File: src/rtl/instr_fetch_queue_pkg.sv
`default_nettype none
// +--------------------------------------------------------------------+
// | instr_fetch_queue_pkg                                              |
// | Shared fetch-path constants: word width, queue depth, boot PC.     |
// | Rev 1.0                                                            |
// +--------------------------------------------------------------------+
package instr_fetch_queue_pkg;
  localparam int XLEN          = 32;
  localparam int DEFAULT_DEPTH = 4;
  localparam logic [XLEN-1:0] C_BOOT_PC = 32'h0000_3000;
endpackage
`default_nettype wire

File: src/rtl/instr_fetch_queue.sv
`default_nettype none
// +--------------------------------------------------------------------+
// | instr_fetch_queue                                                  |
// | Circular {PC, instr} prefetch FIFO between fetch and decode.       |
// | Rev 1.0                                                            |
// +--------------------------------------------------------------------+
module instr_fetch_queue
  import instr_fetch_queue_pkg::*;
#(
  parameter int DEPTH  = DEFAULT_DEPTH,
  parameter int ADDR_W = $clog2(DEPTH),
  parameter int DATA_W = XLEN
) (
  input  logic              Clk,
  input  logic              Reset,
  input  logic              Flush,
  input  logic              In_valid,
  output logic              In_ready,
  input  logic [DATA_W-1:0] In_pc,
  input  logic [DATA_W-1:0] In_instr,
  output logic              Out_valid,
  input  logic              Out_ready,
  output logic [DATA_W-1:0] Out_pc,
  output logic [DATA_W-1:0] Out_instr,
  output logic [ADDR_W:0]   Count
);

  localparam logic [ADDR_W:0] c_full = (ADDR_W + 1)'(DEPTH);

  logic [DATA_W-1:0] r_pc_mem    [DEPTH];
  logic [DATA_W-1:0] r_instr_mem [DEPTH];
  logic [ADDR_W-1:0] r_wr_ptr;
  logic [ADDR_W-1:0] r_rd_ptr;
  logic [ADDR_W:0]   r_count;
  logic              w_push;
  logic              w_pop;

  // Handshakes depend only on occupancy, never on the opposite side's ready.
  assign In_ready  = (r_count != c_full);
  assign Out_valid = (r_count != '0);
  assign Count     = r_count;
  assign w_push    = In_valid & In_ready & ~Flush;
  assign w_pop     = Out_valid & Out_ready & ~Flush;

  assign Out_pc    = Out_valid ? r_pc_mem[r_rd_ptr]    : '0;
  assign Out_instr = Out_valid ? r_instr_mem[r_rd_ptr] : '0;

  always_ff @(posedge Clk) begin
    if (w_push) begin
      r_pc_mem[r_wr_ptr]    <= In_pc;
      r_instr_mem[r_wr_ptr] <= In_instr;
    end
  end

  always_ff @(posedge Clk or negedge Reset) begin
    if (!Reset) begin
      r_wr_ptr <= '0;
      r_rd_ptr <= '0;
      r_count  <= '0;
    end else if (Flush) begin
      r_wr_ptr <= '0;
      r_rd_ptr <= '0;
      r_count  <= '0;
    end else begin
      if (w_push) r_wr_ptr <= r_wr_ptr + 1'b1;
      if (w_pop)  r_rd_ptr <= r_rd_ptr + 1'b1;
      case ({w_push, w_pop})
        2'b10:   r_count <= r_count + 1'b1;
        2'b01:   r_count <= r_count - 1'b1;
        default: r_count <= r_count;
      endcase
    end
  end

endmodule
`default_nettype wire

File: config.mk
export PLATFORM = sky130hd
export DESIGN_NAME = instr_fetch_queue
export DESIGN_NICKNAME = d
export VERILOG_FILES = /design/src/rtl/instr_fetch_queue_pkg.sv /design/src/rtl/instr_fetch_queue.sv
export SDC_FILE = /design/constraint.sdc
export NUM_CORES = 1
export LEC_CHECK = 0
export ABC_AREA = 0
export BUFFER_PORTS_ARGS = -buffer_cell sky130_fd_sc_hd__buf_2
export CELL_PAD_IN_SITES_DETAIL_PLACEMENT = 0
export CELL_PAD_IN_SITES_GLOBAL_PLACEMENT = 2
export CORE_MARGIN = 2
export CORE_UTILIZATION = 30
export CTS_CLUSTER_DIAMETER = 50
export DETAILED_ROUTE_END_ITERATION = 10
export PLACE_DENSITY_LB_ADDON = 0.1
export SYNTH_ARGS = -nofsm -noshare
export SYNTH_HDL_FRONTEND = slang
export SYNTH_SLANG_ARGS = --single-unit
export TNS_END_PERCENT = 100
File: constraint.sdc
create_clock -name Clk -period 3.8 [get_ports Clk]
set_input_delay 0 -clock Clk [delete_from_list [all_inputs] [get_ports Clk]]
set_output_delay 0 -clock Clk [all_outputs]
set_load 0.05 [all_outputs]
# Yosys cells after proc, flatten, opt, wreduce, memory -nomap -nowiden
# Memory sizes are Yosys's and may differ from the RTL's.
# Cells that the tools add are included.
[word_totals] inputBits=69 latch_bits=0 mem_count=2 register_bits=7 out_inout_bits=69 mem_bits_ro=0 word_cells=31 ramBits=256
[mem_list] memory="r_instr_mem" depth=4 word_bits=32 read_ports=1 rd_clocked_by_memory_dff=0 write_ports=1 line="instr_fetch_queue.sv:31" rtl="logic [DATA_W-1:0] r_instr_mem [DEPTH];"
[mem_list] memory="r_pc_mem" depth=4 word_bits=32 read_ports=1 rd_clocked_by_memory_dff=0 write_ports=1 line="instr_fetch_queue.sv:30" rtl="logic [DATA_W-1:0] r_pc_mem [DEPTH];"
[op_classes] addsub=4 n_lt_le_gt_ge=0 multipliers=0 bitwise=5 shifts=0 div=0 n_eq_ne=3 n_reduce_logical=4 n_mux=10
[op_table] op="$mux 32" count=2
[op_table] op="$mux 2" count=4
[op_table] op="$pmux 3 s2" count=1
[op_table] op="$reduce_bool 3->1" count=2
[op_table] op="$add 2x1->2 const B" count=2
[op_table] op="$and 1x1->1" count=4
[op_table] op="$reduce_bool 2->1" count=2
[op_table] op="$add 3x1->3 const B" count=1
[op_table] op="$mux 3" count=1
[op_table] op="$ne 3x3->1 const B" count=1
[op_table] op="$sub 3x1->3 const B" count=1
[op_table] op="$eq 2x1->1 const B" count=1
[op_table] op="$eq 2x2->1 const B" count=1
[op_table] op="$mux 1" count=2
[op_table] op="$not 1->1" count=1

# Longest topological paths before layout
# Gate-level depths: netlist of the first run.
[logic_depth] depth_word=6 mapped_depth=8 mapped_depth_nobuf=7

# Least setup slack after synthesis of the first run
# No wires, ideal clock.
[synth_path] kind="flip-flop to flip-flop" start="reg r_count[0], in the netlist Count[0]" end="mem r_instr_mem[0][0] in the netlist's numbering (enable)" path_slack_ns=0.576 t_required_ns=3.371 path_stages_with_launch=5 period_less_slack_ns=3.224 t_arrival_ns=2.796 cell_sequence="dfrtp_1 buf_2 nor3b_1 nor3_1 and2_1"
[synth_between] elab_chain_cells=5
[synth_rtl] item="start: declaration" line="instr_fetch_queue.sv:34" rtl="logic [ADDR_W:0] r_count;"
[synth_rtl] item="start signal: assignment" line="instr_fetch_queue.sv:68" rtl="2'b10: r_count <= r_count + 1'b1;"
[synth_rtl] item="start signal: assignment" line="instr_fetch_queue.sv:69" rtl="2'b01: r_count <= r_count - 1'b1;"
[synth_rtl] item="start signal: assignment" line="instr_fetch_queue.sv:70" rtl="default: r_count <= r_count;"
[synth_rtl] item="$ne 3x3->1" line="instr_fetch_queue.sv:39" rtl="assign In_ready = (r_count != c_full);"
[synth_rtl] item="$and 1x1->1 (2 in a row)" line="instr_fetch_queue.sv:42" rtl="assign w_push = In_valid & In_ready & ~Flush;"
[synth_rtl] item="$mux 1" line="instr_fetch_queue.sv:49" rtl="if (w_push) begin"
[synth_rtl] item="$mux 1 (implied by the code)" line="instr_fetch_queue.sv:51" rtl="r_instr_mem[r_wr_ptr] <= In_instr;"
[synth_rtl] item="end: declaration" line="instr_fetch_queue.sv:31"
# No other way between the ends.

# Worst setup path after layout of the first run
[layout_path] start="reg r_count[0], in the netlist Count[0]" end="out Out_instr[21]"
[layout_between] elab_chain_cells=2
[layout_rtl] item="$reduce_bool 3->1" line="instr_fetch_queue.sv:40" rtl="assign Out_valid = (r_count != '0);"
[layout_rtl] item="$mux 32" line="instr_fetch_queue.sv:46" rtl="assign Out_instr = Out_valid ? r_instr_mem[r_rd_ptr] : '0;"
[layout_rtl] item="end: declaration" line="instr_fetch_queue.sv:24" rtl="output logic [DATA_W-1:0] Out_instr,"
# No other way between the ends.

==> results.json, run 1 <==
{
  "grt_pass1_vias": 5819,
  "final_common_cell": "edfxtp_1",
  "die_w_um": 189,
  "gp_congestion": 0.736,
  "placed_area_um2": 11400,
  "slowest_stage": "nand2_2",
  "globalRouteTotalUtil": 0.129,
  "critPathMaxStageDelay_ns": 0.79,
  "drv_slew": 0,
  "hold_path.class": "input port to flip-flop",
  "wl_met3_um": 1080,
  "critical-path-top-delay-family": "simple AND/OR/NAND/NOR gates",
  "drt-initial-drc-count": 270,
  "port_buffers": 137,
  "stdcell_area_um2": 13300,
  "firstDrtPassIters": 4,
  "yosysUniqueCellTypes": 33,
  "finalCritPeriodShare": 0.746,
  "seq_area_frac_synth": 0.769,
  "wirelength_um": 22500,
  "ys_seq_elements": 263,
  "cts_buffers": 35,
  "path_max_fanout": 50,
  "final_cell_mix": "256 x edfxtp_1, 137 x buf_2, 70 x dlygate4sd3_1",
  "cts.repair.resized": 0,
  "highest_layer": "met5",
  "final_cells": 1168,
  "netlist_area_um2": 10200,
  "drc": 0,
  "setup_tns_ns": 0,
  "clkLatencyLatePin_ns": 0.50,
  "place_inst": 1037,
  "fin_nets": 770,
  "worst_pin_slew_ns": 1.10,
  "synthCells": 473,
  "status": "complete, no violations",
  "final_util": 0.396,
  "m1WireLength_um": 10100,
  "rsz0062_at_grt": "no",
  "p_total_mw": 7.96,
  "worst_slack_ns": 0.965,
  "start_kind": "flip-flop",
  "area_growth_pct": 29.8,
  "powerDensity_nw_per_um2": 600,
  "end_kind": "output port",
  "crit_type": "flip-flop to output port",
  "antenna_found_initial": 2,
  "final_hold_viol_count": 0,
  "synth_area_per_cell_um2": 21.6,
  "ant_nets": 0,
  "wl_met2_um": 10800,
  "fin_crit_ns": 2.84,
  "synth_ff_type": "edfxtp_1",
  "die_y_um": 189,
  "fin_skew_ns": 0.0143,
  "p_leak_nw": 4.57,
  "synth_edf_count": 256,
  "vias": 5253,
  "start_util": 0.305,
  "path_buf_inv": 2,
  "post-cts-setup-buffer-count": 0,
  "critical_path_required_ns": 3.80,
  "die-area_um2": 35600,
  "root_buffer": "clkbuf_16",
  "drive_above_1_share": 0.363,
  "arrival_ns": 2.84,
  "path_clk_slew_ns": 0.05,
  "setup_viol": 0,
  "coreArea_um2": 33500,
  "fmax_mhz": 353,
  "clockBufferDepth": 3,
  "vias_per_cell": 4.50,
  "synthArstFlopShare": 0.0266,
  "ir_drop_mv": 0.266,
  "ys_warn_count": 0,
  "cap_viol_max_count": 0,
  "cts_tree": "built",
  "htreeDepth": 2,
  "pre_cts_slack_ns": 1.37,
  "hpwl_um": 13000,
  "whs_ns": 0.252,
  "grt_overflow_total": 0,
  "ioPinCount": 138,
  "cts_num_sinks": 263,
  "crit_chain": "nor2_1, nand2_2, buf_4, and2_1, buf_2",
  "grt_max_degree": 66,
  "slew_headroom": 0.266,
  "rows": 67,
  "grt_pass1_wl_um": 34300,
  "wl_per_cell_um": 19.3,
  "synthesis.nets": 547
}
-- layer usage --
| layer | track usage | vias to the layer above |
|---|---|---|
| met5 | 0 | - |
| met4 | 0.0364 | 2 |
| met3 | 0.0294 | 35 |
| met2 | 0.215 | 128 |
| li1 | - | 2372 |
| met1 | 0.168 | 2716 |
-- state kept, by name, summed over array words and instances, names as in the netlist --
| signal | flops |
|---|---|
| r_wr_ptr | 2 |
| r_rd_ptr | 2 |
| Count | 3 |
| r_pc_mem | 128 |
| r_instr_mem | 128 |
-- cell type report --
cell class / count / area, um^2
Timing Repair Buffer: 213 / 1490
Clock inverter: 19 / 186
Tap cell: 448 / 561
Inverter: 6 / 22.5
Fill cell: 3130 / 20300
Multi-Input combinational cell: 177 / 2200
Sequential cell: 263 / 7870
Clock buffer: 41 / 941
Antenna cell: 1 / 2.50
-- path summary, 6_finish.rpt --
| kind | from | to | slack, ns | cells past startpoint |
|---|---|---|---|---|
| min reg2reg | r_wr_ptr[0] | r_wr_ptr[0] | 0.60 | 2 |
| max in group asynchronous | Reset | r_rd_ptr[1] | 2.95 | 3 |
| min in group asynchronous | Reset | r_wr_ptr[1] | 0.50 | 3 |
| max reg2reg | Count[0] | r_pc_mem[3][12] | 1.41 | 4 |
| min | In_instr[14] | r_instr_mem[2][14] | 0.25 | 2 |
| max | Count[0] | Out_instr[21] | 0.96 | 5 |
-- power by group --
part           internal [mW]  switching (mW)  leakage [nW]  total, mW
clock network           2.02            1.13         0.551       3.16
registers               3.29          0.0869          2.41       3.37
logic                  0.485           0.949          1.60       1.43
total                   5.79            2.17          4.57       7.96
-- synth_stat cells, types with 4 or more instances --
| cell type | count | area (um^2) |
|---|---|---|
| edfxtp_1 | 256 | 7690 |
| and2_1 | 68 | 425 |
| mux4_2 | 64 | 1440 |
| buf_2 | 10 | 50.1 |
| clkbuf_1 | 10 | 37.5 |
| dfrtp_1 | 7 | 175 |
| inv_1 | 6 | 22.5 |
| a21oi_1 | 5 | 25.0 |
| buf_6 | 5 | 56.3 |
| nor2_1 | 5 | 18.8 |
| ha_1 | 4 | 50.1 |
| nand2b_1 | 4 | 25.0 |
-- cell families (layout without fill, tap and decap cells) --
kind of cell / count (synthesis) / in the layout / synth area share
mux: 64 / 64 / 0.141
fa+ha+maj: 5 / 5 / 0.00685
flops: 263 / 263 / 0.769
buf+inv: 33 / 279 / 0.0174
xor+xnor: 3 / 3 / 0.00257
other cells: 0 / 1 / 0
compound gates: 17 / 17 / 0.0110
simple gates: 88 / 88 / 0.0521
-- timing repair --
item	in CTS	in global routing
endpoints found under the hold margin	270	0
endpoints found under the setup margin	0	0
hold buffers	70	0
-- worst reg2reg max path, delay by kind of cell, from the launching register on --
kind / cells / cell delay (ns)
simple gates: 3 / 1.12
flops: 1 / 0.60
buf+inv: 1 / 0.32
(Power assumes the default switching activity.)
==> run 2: changes to the inputs <==
==> constraint.sdc (replaced) <==
create_clock -name Clk -period 2.5 [get_ports Clk]
set_input_delay 0 -clock Clk [delete_from_list [all_inputs] [get_ports Clk]]
set_output_delay 0 -clock Clk [all_outputs]
set_load 0.05 [all_outputs]
==> run 2 against run 1 <==
- clock skew fell by 0.0024 ns
- total power is 49% higher
- final cell count rose by 0.68%
- flip-flop and latch count unchanged
- critical path depth fell by 1
- register-to-register slack worse by 1.0 ns
- design area grew 0.65%
- first-iteration DRC count down 29%
- utilization grew 0.26 points
- sequential power increased by 50%
==> results.json, run 2 (synthesis gave the netlist of run 1 again) <==
{
  "setup_tns_ns": 0,
  "vias_per_cell": 4.46,
  "diodes": 0,
  "htreeDepth": 2,
  "clockBufferDepth": 3,
  "final_common_cell": "edfxtp_1",
  "cts_num_sinks": 263,
  "powerDensity_nw_per_um2": 890,
  "hold_path.class": "input port to flip-flop",
  "drive_above_1_share": 0.378,
  "path_max_fanout": 35,
  "ioPinCount": 138,
  "final_hold_viol_count": 0,
  "fin_nets": 780,
  "firstDrtPassIters": 6,
  "root_buffer": "clkbuf_16",
  "p_total_mw": 11.9,
  "min_from": "In_pc[26]",
  "grt_pass1_wl_um": 34400,
  "finalCritPeriodShare": 0.905,
  "die_y_um": 189,
  "area_growth_pct": 30.7,
  "critPathLaunch": "r_rd_ptr[1]",
  "port_buffers": 137,
  "ir_drop_mv": 0.383,
  "slew_headroom": 0.700,
  "drt-initial-drc-count": 191,
  "end_kind": "output port",
  "rows": 67,
  "placed_area_um2": 11600,
  "fin_crit_ns": 2.26,
  "start_util": 0.305,
  "crit_type": "flip-flop to output port",
  "worst_r2r_path_depth": 5,
  "fin_skew_ns": 0.0120,
  "whs_ns": 0.254,
  "final_cell_mix": "256 x edfxtp_1, 137 x buf_2, 70 x dlygate4sd3_1",
  "cap_viol_max_count": 0,
  "worst_pin_slew_ns": 0.446,
  "stdcell_area_um2": 13400,
  "r2r-end": "Count[1]",
  "grt_pass1_vias": 5705,
  "hpwl_um": 13400,
  "cts_buffers": 34,
  "wl_per_cell_um": 19.0,
  "fmax_mhz": 442,
  "rr_startpoint": "Count[0]",
  "start_kind": "flip-flop",
  "grt_overflow_total": 0,
  "final_util": 0.398,
  "rsz0062_at_grt": "no",
  "arrival_ns": 2.26,
  "clkLatencyLatePin_ns": 0.50,
  "drc": 0,
  "p_leak_nw": 4.62,
  "path_clk_slew_ns": 0.06,
  "critPathCapture": "Out_instr[31]",
  "setup_viol": 0,
  "wirelength_um": 22400,
  "critical_path_required_ns": 2.50,
  "die-area_um2": 35600,
  "vias": 5240,
  "cts_tree": "built",
  "globalRouteTotalUtil": 0.128,
  "die_w_um": 189,
  "antenna_found_initial": 1,
  "drv_slew": 0,
  "rrSetupSlack_ns": 0.38,
  "status": "complete, no violations",
  "ant_nets": 0,
  "coreArea_um2": 33500,
  "grt_max_degree": 45,
  "gp_congestion": 0.738
}
-- run 2: cell types whose count changed in the layout (fill, tap and decap cells not counted) --
cell       previous run  this run
buf_12                5        11
buf_4                 1         5
buf_6                 0         1
bufinv_16             4         2
clkbuf_1              4         5
clkbuf_16            37        35
clkinv_1              9         3
clkinv_2              5         7
diode_2               1         0
inv_6                 0         4
inv_8                 0         1
-- run 2: repair_timing --
| action | CTS | global route |
|---|---|---|
| gates resized for setup | 0 | 1 |
| setup endpoints to repair | 1 | 1 |
| buffers inserted | 2 | 0 |
| hold buffers | 70 | 0 |
| hold endpoints to repair | 270 | 0 |
-- run 2: worst max-delay path, cell delays in order (launching register included) --
cell and delay, ns:
dfrtp_4 0.65, buf_12 0.31, mux4_2 0.34, and2_1 0.23, buf_2 0.23
-- run 2: through the flow --
step,setup WS [ns],instances
after floorplan,-0.0318,473
after global placement,0.401,1046
after detailed placement,0.313,1046
after CTS,0.0655,1176
after global routing,0.114,1176
final,0.238,1176
-- run 2: how the worst min path moves through the flow --
stage | endpoint | slack [ns] | depth (start not counted)
CTS | r_instr_mem[3][16] | 0.23 | 2
global route | r_instr_mem[3][20] | 0.25 | 2
global placement | Count[2] | -0.14 | 1
detailed placement | Count[2] | -0.14 | 1
finish | r_pc_mem[3][26] | 0.25 | 2
floorplan | Count[0] | -0.30 | 0
-- run 2: final cells by class --
class | instances | area [um^2]
fill | 3093 | 20200
sequential | 263 | 7870
multi-input combinational | 177 | 2200
timing repair buffer | 224 | 1660
clock buffer | 40 | 895
tap | 448 | 561
clock inverter | 18 | 160
inverter | 6 | 22.5
-- run 2: power breakdown --
group	total, mW	leakage, nW	switching (mW)	internal, mW
Clock	4.52	0.522	1.75	2.78
Combinational	2.30	1.68	1.52	0.783
Sequential	5.06	2.41	0.0667	4.99
Total	11.9	4.62	3.33	8.55
-- run 2: per-layer routing --
layer,track usage,vias to the layer above,wire [um]
li1,-,2380,-
met2,0.203,144,10400
met3,0.0291,31,1240
met5,0,-,11
met4,0.0337,2,361
met1,0.178,2683,10400
